File: src/rtl/ftdi_tx_packetizer.sv
// Frames one multi-byte sample per handshake into sync, sequence, MSB-first payload
// and XOR checksum bytes, and writes them to the FTDI transmit FIFO whenever it is not full.
module ftdi_tx_packetizer #(
  parameter int         pDataWidth   = 8,
  parameter int         pSampleBytes = 3,
  parameter logic [7:0] pSync        = 8'hA5
) (
  input  logic                        iClk,
  input  logic                        iRst,
  input  logic [8*pSampleBytes-1:0]   iSample,
  input  logic                        iSampleValid,
  output logic                        oSampleReady,
  input  logic                        iTxFull,
  output logic [pDataWidth-1:0]       oTxData,
  output logic                        oTxEn,
  output logic                        oBusy,
  output logic [7:0]                  oSeq
);

  localparam int SampleWidth = 8 * pSampleBytes;

  typedef enum logic [2:0] {
    sIdle,
    sHdr,
    sSeq,
    sData,
    sChk
  } stateT;

  stateT                  state;
  logic [SampleWidth-1:0] sampleReg;
  logic [7:0]             seqReg;
  logic [7:0]             chkReg;
  logic [2:0]             byteIdx;
  logic [7:0]             curByte;

  // Payload byte selected by the down-counting index; index pSampleBytes-1 is the MSB.
  assign curByte      = 8'(sampleReg >> {byteIdx, 3'b000});
  assign oSampleReady = (state == sIdle);

  always_ff @(posedge iClk or posedge iRst) begin
    if (iRst) begin
      state     <= sIdle;
      sampleReg <= '0;
      seqReg    <= '0;
      chkReg    <= '0;
      byteIdx   <= '0;
      oTxData   <= '0;
      oTxEn     <= 1'b0;
      oBusy     <= 1'b0;
      oSeq      <= '0;
    end else begin
      oTxEn <= 1'b0;
      case (state)
        sIdle: begin
          if (iSampleValid) begin
            sampleReg <= iSample;
            seqReg    <= oSeq;
            chkReg    <= oSeq;
            byteIdx   <= 3'(pSampleBytes - 1);
            oBusy     <= 1'b1;
            state     <= sHdr;
          end
        end
        sHdr: begin
          if (!iTxFull) begin
            oTxEn   <= 1'b1;
            oTxData <= pSync;
            state   <= sSeq;
          end
        end
        sSeq: begin
          if (!iTxFull) begin
            oTxEn   <= 1'b1;
            oTxData <= seqReg;
            state   <= sData;
          end
        end
        sData: begin
          if (!iTxFull) begin
            oTxEn   <= 1'b1;
            oTxData <= curByte;
            chkReg  <= chkReg ^ curByte;
            if (byteIdx == 3'd0) begin
              state <= sChk;
            end else begin
              byteIdx <= byteIdx - 3'd1;
            end
          end
        end
        sChk: begin
          if (!iTxFull) begin
            oTxEn   <= 1'b1;
            oTxData <= chkReg;
            oSeq    <= oSeq + 8'd1;
            oBusy   <= 1'b0;
            state   <= sIdle;
          end
        end
        default: begin
          oBusy <= 1'b0;
          state <= sIdle;
        end
      endcase
    end
  end

endmodule

File: config.mk
export PLATFORM = sky130hd
export DESIGN_NAME = ftdi_tx_packetizer
export DESIGN_NICKNAME = d
export VERILOG_FILES = /design/src/rtl/ftdi_tx_packetizer.sv
export SDC_FILE = /design/constraint.sdc
export NUM_CORES = 1
export LEC_CHECK = 0
export ABC_AREA = 0
export CAP_MARGIN = 10
export CORE_ASPECT_RATIO = 2
export CORE_MARGIN = 2
export CORE_UTILIZATION = 60
export DETAILED_ROUTE_END_ITERATION = 8
export DONT_BUFFER_PORTS = 1
export PLACE_DENSITY = 0.78
export SYNTH_ARGS = -nofsm -noshare
export SYNTH_HDL_FRONTEND = slang
export SYNTH_SLANG_ARGS = --single-unit
File: constraint.sdc
create_clock -name iClk -period 2.6 [get_ports iClk]
set_clock_uncertainty 0.2 [all_clocks]
set_input_delay 0.52 -clock iClk [delete_from_list [all_inputs] [get_ports iClk]]
set_output_delay 0.52 -clock iClk [all_outputs]
set_load 0.05 [all_outputs]
==> results.py, run 1 <==
metrics = {
    "worst_setup_path": {
        "cpPeakStageDelay_ns": 0.50,
        "cp_data_required_time_ns": 1.88,
        "cp_slowest_cell": "dfrtp_1",
        "crit_type": "reg -> out",
        "path_common_cell": "buf_4",
        "worstPathMaxFanout": 7,
        "worstSetupEndpointType": "primary output",
        "critPathLaunch": "state[0]",
        "r2r-start": "byteIdx[1]",
        "path_cells": "buf_4, nor3_2, buf_4",
        "cp_top_family": "flip-flops",
        "worst-path-buf-inv": 2,
        "arrival_ns": 1.47,
        "worst_setup_path_start_kind": "register",
    },
    "timing": {
        "hold_viol": 0,
        "timing.final.crit_period_ns": 2.19,
        "final.period_utilization_pct": 84.2,
        "max_freq_mhz": 457,
        "tightest_slew_ns": 0.724,
        "setup_violations": 0,
        "rsz0062_at_grt": "false",
        "relSlewSlack_pct": 51.7,
        "final_max_slew_viol_count": 0,
        "setup_tns_ns": 0,
        "holdWs_ns": 0.117,
    },
    "synthesis": {
        "synth-seq-cells": 64,
        "synth_area_leader_cell": "dfrtp_1",
        "synth_edf_count": 0,
        "synthArstFlopShare_pct": 100,
        "synth_area_mm2": 0.00315,
        "syn_avg_cell_area_um2": 12.1,
        "syn-num-nets": 292,
        "synth_flop_cell": "dfrtp_1",
        "syn_inst": 261,
        "synth.top_cell.area_share_pct": 50.9,
        "synth_area_leaders": "dfrtp_1, mux2_2, o32a_1",
        "yosysWarnings": 0,
        "ys_seq_area_share_pct": 50.9,
        "yosysUniqueCellTypes": 46,
    },
    "finish": {
        "nFillCells": 407,
        "finalNetCount": 295,
        "diodes": 0,
        "syn_to_final_growth_pct": 9.18,
        "layout-drive-gt1-share_pct": 27.9,
    },
    "floorplan": {
        "rows": 37,
        "pin_count": 47,
        "die_area_mm2": 0.00588,
        "start_util_pct": 61.8,
        "core_area_mm2": 0.00509,
        "die-height_um": 106,
        "die_w_um": 55.2,
    },
    "grt": {
        "grt_pass1_vias": 2206,
        "grt_usage_pct": 25.4,
        "grt_max_degree": 36,
        "overflow": 0,
        "grt_pass1_wl_um": 11200,
        "antenna_found_initial": 0,
    },
    "detailed_routing": {
        "drtIter0Drc": 81,
        "postRouteAntennaNets": 0,
        "highest_layer": "met4",
        "met1Wirelength_um": 2500,
        "vias_per_cell": 6.56,
        "drt_wl_total_um": 6770,
        "vias": 2144,
        "wl_met3_um": 342,
        "wl_per_cell_um": 20.7,
        "route.met2.wl_um": 3660,
        "first_pass_iters": 4,
        "drc": 0,
    },
    "cts": {
        "cts_root_buf": "clkbuf_8",
        "cts.sinks": 64,
        "numCtsBuffers": 9,
        "clk_latency_ns": 0.35,
        "htree_num_levels": 3,
        "cts.path.max_buffers": 2,
        "cts_tree": "done",
        "clk_pin_slew_worst_paths_ns": 0.07,
        "post_cts_resized": 0,
    },
    "pwr": {
        "irDropWorstVdd_v": 0.000880,
        "p_leak_uw": 0.00153,
        "powerDensity_mw_per_mm2": 1260,
        "total_power_uw": 4340,
    },
    "run_status": {
        "outcome": "finished, final reports clean",
    },
    "min_path": {
        "min_path_type": "in -> reg",
        "min_from": "iSample[0]",
    },
    "placement": {
        "portBuffers": 0,
        "dp_hpwl_um": 4870,
        "gp_congestion": 0.875,
    },
    "job": {
        "maxCapViolations": 0,
    },
}
where the power goes:
group	internal, µW	total (µW)	switching, µW
clock	633	1020	387
combinational	681	1370	693
sequential	1360	1950	588
registers in the layout (all words and copies together) (netlist names), 3 cells and up:
name and flops:
sampleReg 24, chkReg 8, oSeq 8, oTxData 8, seqReg 8, byteIdx 3, state 3
routing by layer:
| layer | track usage (%) | vias to the layer above |
|---|---|---|
| met5 | 0 | - |
| met4 | 16.6 | 0 |
| met3 | 7.42 | 18 |
| met2 | 43.0 | 82 |
| met1 | 27.0 | 1071 |
| li1 | - | 973 |
cells by family after synthesis:
logic type | after synthesis | synth area share, %
AND/OR/NAND/NOR | 69 | 13.1
AO/OA/AOI/OAI | 50 | 13.1
flip-flops | 64 | 50.9
multiplexers | 42 | 15.0
XOR/XNOR | 7 | 1.95
buffers and inverters | 26 | 4.73
adder cells (fa/ha/maj) | 3 | 1.19
Yosys cell counts (4+ instances only):
cell type and count:
nor2_1 12, dfrtp_1 64, or4_1 4, nand2_1 10
inv_1 9, a32oi_1 5, nand3_1 12, buf_2 7
nor3_1 14, buf_6 4, o32a_1 9, mux2_2 42
a211o_1 4, xor2_1 4, a22oi_1 12
area by class of cell:
class	count	area (µm²)	area share [%]
Sequential cell	64	1600	46.6
Multi-Input combinational cell	171	1400	40.8
Clock buffer	10	128	3.71
Inverter	10	37.5	1.09
Tap cell	58	72.6	2.11
Clock inverter	6	108	3.13
Timing Repair Buffer	8	87.6	2.55
what timing repair did:
action                     4_1_cts  5_1_grt
buffers inserted                 0        0
hold endpoints to repair        29        0
setup endpoints to repair        0        0
hold buffers                     1        0
final timing paths:
kind                            endpoint  slack, ns  cells past startpoint
max                         oSampleReady       0.41                      3
min                         sampleReg[0]       0.12                      1
max reg2reg                    chkReg[4]       0.46                      4
min reg2reg                sampleReg[22]       0.31                      1
max in group asynchronous     oTxData[0]       1.11                      3
min in group asynchronous  sampleReg[10]       0.49                      2
placed cells by master, fill, tap and decap left out, drive strengths merged, types with 4 or more instances in the layout:
cell type	instances
nand2	11
nand3	12
nor2b	4
a211o	4
o32a	9
dfrtp	64
a32oi	5
a21oi	4
or4	4
mux2	42
buf	7
a22oi	12
nor2	12
nor3	15
clkbuf	10
xor2	4
inv	9
stage by stage:
step	util, %	std cells	cell area [µm²]	worst slack (ns)
after floorplan	-	261	3150	0.168
after global routing	67.5	327	3440	0.350
after CTS	67.5	327	3440	0.397
final	67.5	327	3440	0.411
after global placement	62.7	310	3190	0.532
after detailed placement	62.7	310	3190	0.466
Power figures use the tool's default switching activity.
==> run 2, diff against run 1 <==
==> constraint.sdc (replaced) <==
create_clock -name iClk -period 2.2 [get_ports iClk]
set_clock_uncertainty 0.2 [all_clocks]
set_input_delay 0.44 -clock iClk [delete_from_list [all_inputs] [get_ports iClk]]
set_output_delay 0.44 -clock iClk [all_outputs]
set_load 0.05 [all_outputs]
==> results.py, run 2 (synthesized netlist as in run 1, its figures left out) <==
metrics = {
    "finish": {
        "diodes": 0,
        "postLayoutCellArea_mm2": 0.00351,
        "final_cells": 337,
        "syn_to_final_growth_pct": 11.6,
        "final_common_cell": "dfrtp_1",
        "max_flop_register": "sampleReg",
        "largest_reg_flops": 24,
        "final_util_pct": 69.0,
        "mostFrequentLayoutCells": "dfrtp_1, mux2_2, buf_4",
        "layout-drive-gt1-share_pct": 30.1,
        "nFillCells": 387,
        "finalNetCount": 305,
    },
    "worst_setup_path": {
        "cp_data_required_time_ns": 1.56,
        "arrival_ns": 1.46,
        "worst_setup_path_start_kind": "register",
        "worstSetupEndpointType": "primary output",
        "r2r-start": "state[2]",
        "r2r_slack_ns": 0.15,
        "path_common_cell": "buf_4",
        "path_cells": "buf_4, nor3_2, buf_4",
        "critPathLaunch": "state[0]",
        "cpPeakStageDelay_ns": 0.50,
        "cp_slowest_cell": "dfrtp_1",
        "worstPathMaxFanout": 8,
        "crit_type": "reg -> out",
    },
    "cts": {
        "cts.path.max_buffers": 2,
        "clk_pin_slew_worst_paths_ns": 0.07,
        "numCtsBuffers": 9,
        "cts.sinks": 64,
        "cts_root_buf": "clkbuf_8",
        "cts_tree": "done",
        "post_cts_resized": 0,
        "htree_num_levels": 3,
        "clk_latency_ns": 0.35,
    },
    "timing": {
        "final.period_utilization_pct": 95.5,
        "hold_viol": 0,
        "tightest_slew_ns": 0.616,
        "setup_violations": 0,
        "setup_tns_ns": 0,
        "relSlewSlack_pct": 58.9,
        "final_max_slew_viol_count": 0,
        "rsz0062_at_grt": "false",
        "timing.final.crit_period_ns": 2.10,
        "max_freq_mhz": 476,
    },
    "run_status": {
        "outcome": "finished, final reports clean",
    },
    "floorplan": {
        "die_w_um": 55.2,
        "start_util_pct": 61.8,
        "pin_count": 47,
        "core_area_mm2": 0.00509,
        "die-height_um": 106,
        "die_area_mm2": 0.00588,
        "rows": 37,
    },
    "grt": {
        "overflow": 0,
        "antenna_found_initial": 0,
        "grt_max_degree": 65,
        "grt_pass1_vias": 2333,
        "grt_pass1_wl_um": 11500,
        "grt_usage_pct": 25.9,
    },
    "detailed_routing": {
        "vias_per_cell": 6.44,
        "vias": 2170,
        "postRouteAntennaNets": 0,
        "drtIter0Drc": 94,
        "wl_per_cell_um": 20.4,
        "first_pass_iters": 4,
        "drt_wl_total_um": 6870,
        "drc": 0,
    },
    "pwr": {
        "p_leak_uw": 0.00157,
        "irDropWorstVdd_v": 0.00101,
        "powerDensity_mw_per_mm2": 1470,
    },
    "min_path": {
        "min_path_type": "in -> reg",
        "min_from": "iSample[1]",
    },
    "placement": {
        "gp_congestion": 0.880,
        "dpl_cell_area_mm2": 0.00327,
        "dp_hpwl_um": 4790,
        "portBuffers": 0,
        "place_inst": 320,
    },
    "job": {
        "maxCapViolations": 0,
    },
}
run 2: critical path: cells and delay by family, from the launching register on:
kind                   cells  cell delay [ns]
DFF                        1             0.50
buffers and inverters      2             0.44
and+or+nand+nor            1             0.17
run 2: worst paths after layout:
| check | end | cells past startpoint |
|---|---|---|
| setup / recovery | oSampleReady | 3 |
| hold / removal | sampleReg[1] | 1 |
| setup reg to reg | chkReg[7] | 5 |
| hold reg to reg | seqReg[4] | 1 |
| max in group asynchronous | sampleReg[7] | 3 |
| min in group asynchronous | seqReg[5] | 3 |
run 2: layout make-up:
cell class | count | area (µm²) | area share, %
Multi-Input combinational cell | 171 | 1400 | 39.9
Tap cell | 58 | 72.6 | 2.07
Inverter | 10 | 41.3 | 1.18
Timing Repair Buffer | 18 | 163 | 4.63
Sequential cell | 64 | 1600 | 45.6
Clock inverter | 2 | 60.1 | 1.71
Clock buffer | 14 | 173 | 4.91
run 2: stage by stage:
| stage | setup WS [ns] | hold WS (ns) | total power (µW) |
|---|---|---|---|
| 2_1_floorplan | 0.270 | 0.275 | 3600 |
| 3_3_place_gp | 0.210 | 0.227 | 3910 |
| 3_5_place_dp | 0.190 | 0.230 | 3990 |
| 4_1_cts | 0.0717 | 0.0235 | 5180 |
| 5_1_grt | 0.0285 | 0.0248 | 5460 |
| 6_report | 0.0980 | 0.0434 | 5150 |
run 2: timing repair:
item / 4_1_cts / 5_1_grt
buffers inserted: 0 / 0
hold buffers: 1 / 0
hold endpoints to repair: 64 / 0
run 2: routing by layer:
| metal | part of all wire [%] | routed length (µm) | GRT usage, % |
|---|---|---|---|
| met1 | 37 | 2520 | 28.3 |
| met2 | 54 | 3740 | 45.2 |
| met3 | 4.8 | 332 | 6.69 |
| met4 | 4.1 | 283 | 13.4 |
| met5 | 0 | 0 | 0 |
run 2: where the power goes:
part | total [µW] | switching [µW] | internal [µW] | leakage (µW)
registers | 2280 | 673 | 1610 | 0.000798
clock network | 1160 | 428 | 732 | 0.000117
logic | 1710 | 856 | 855 | 0.000659
total | 5150 | 1960 | 3200 | 0.00157
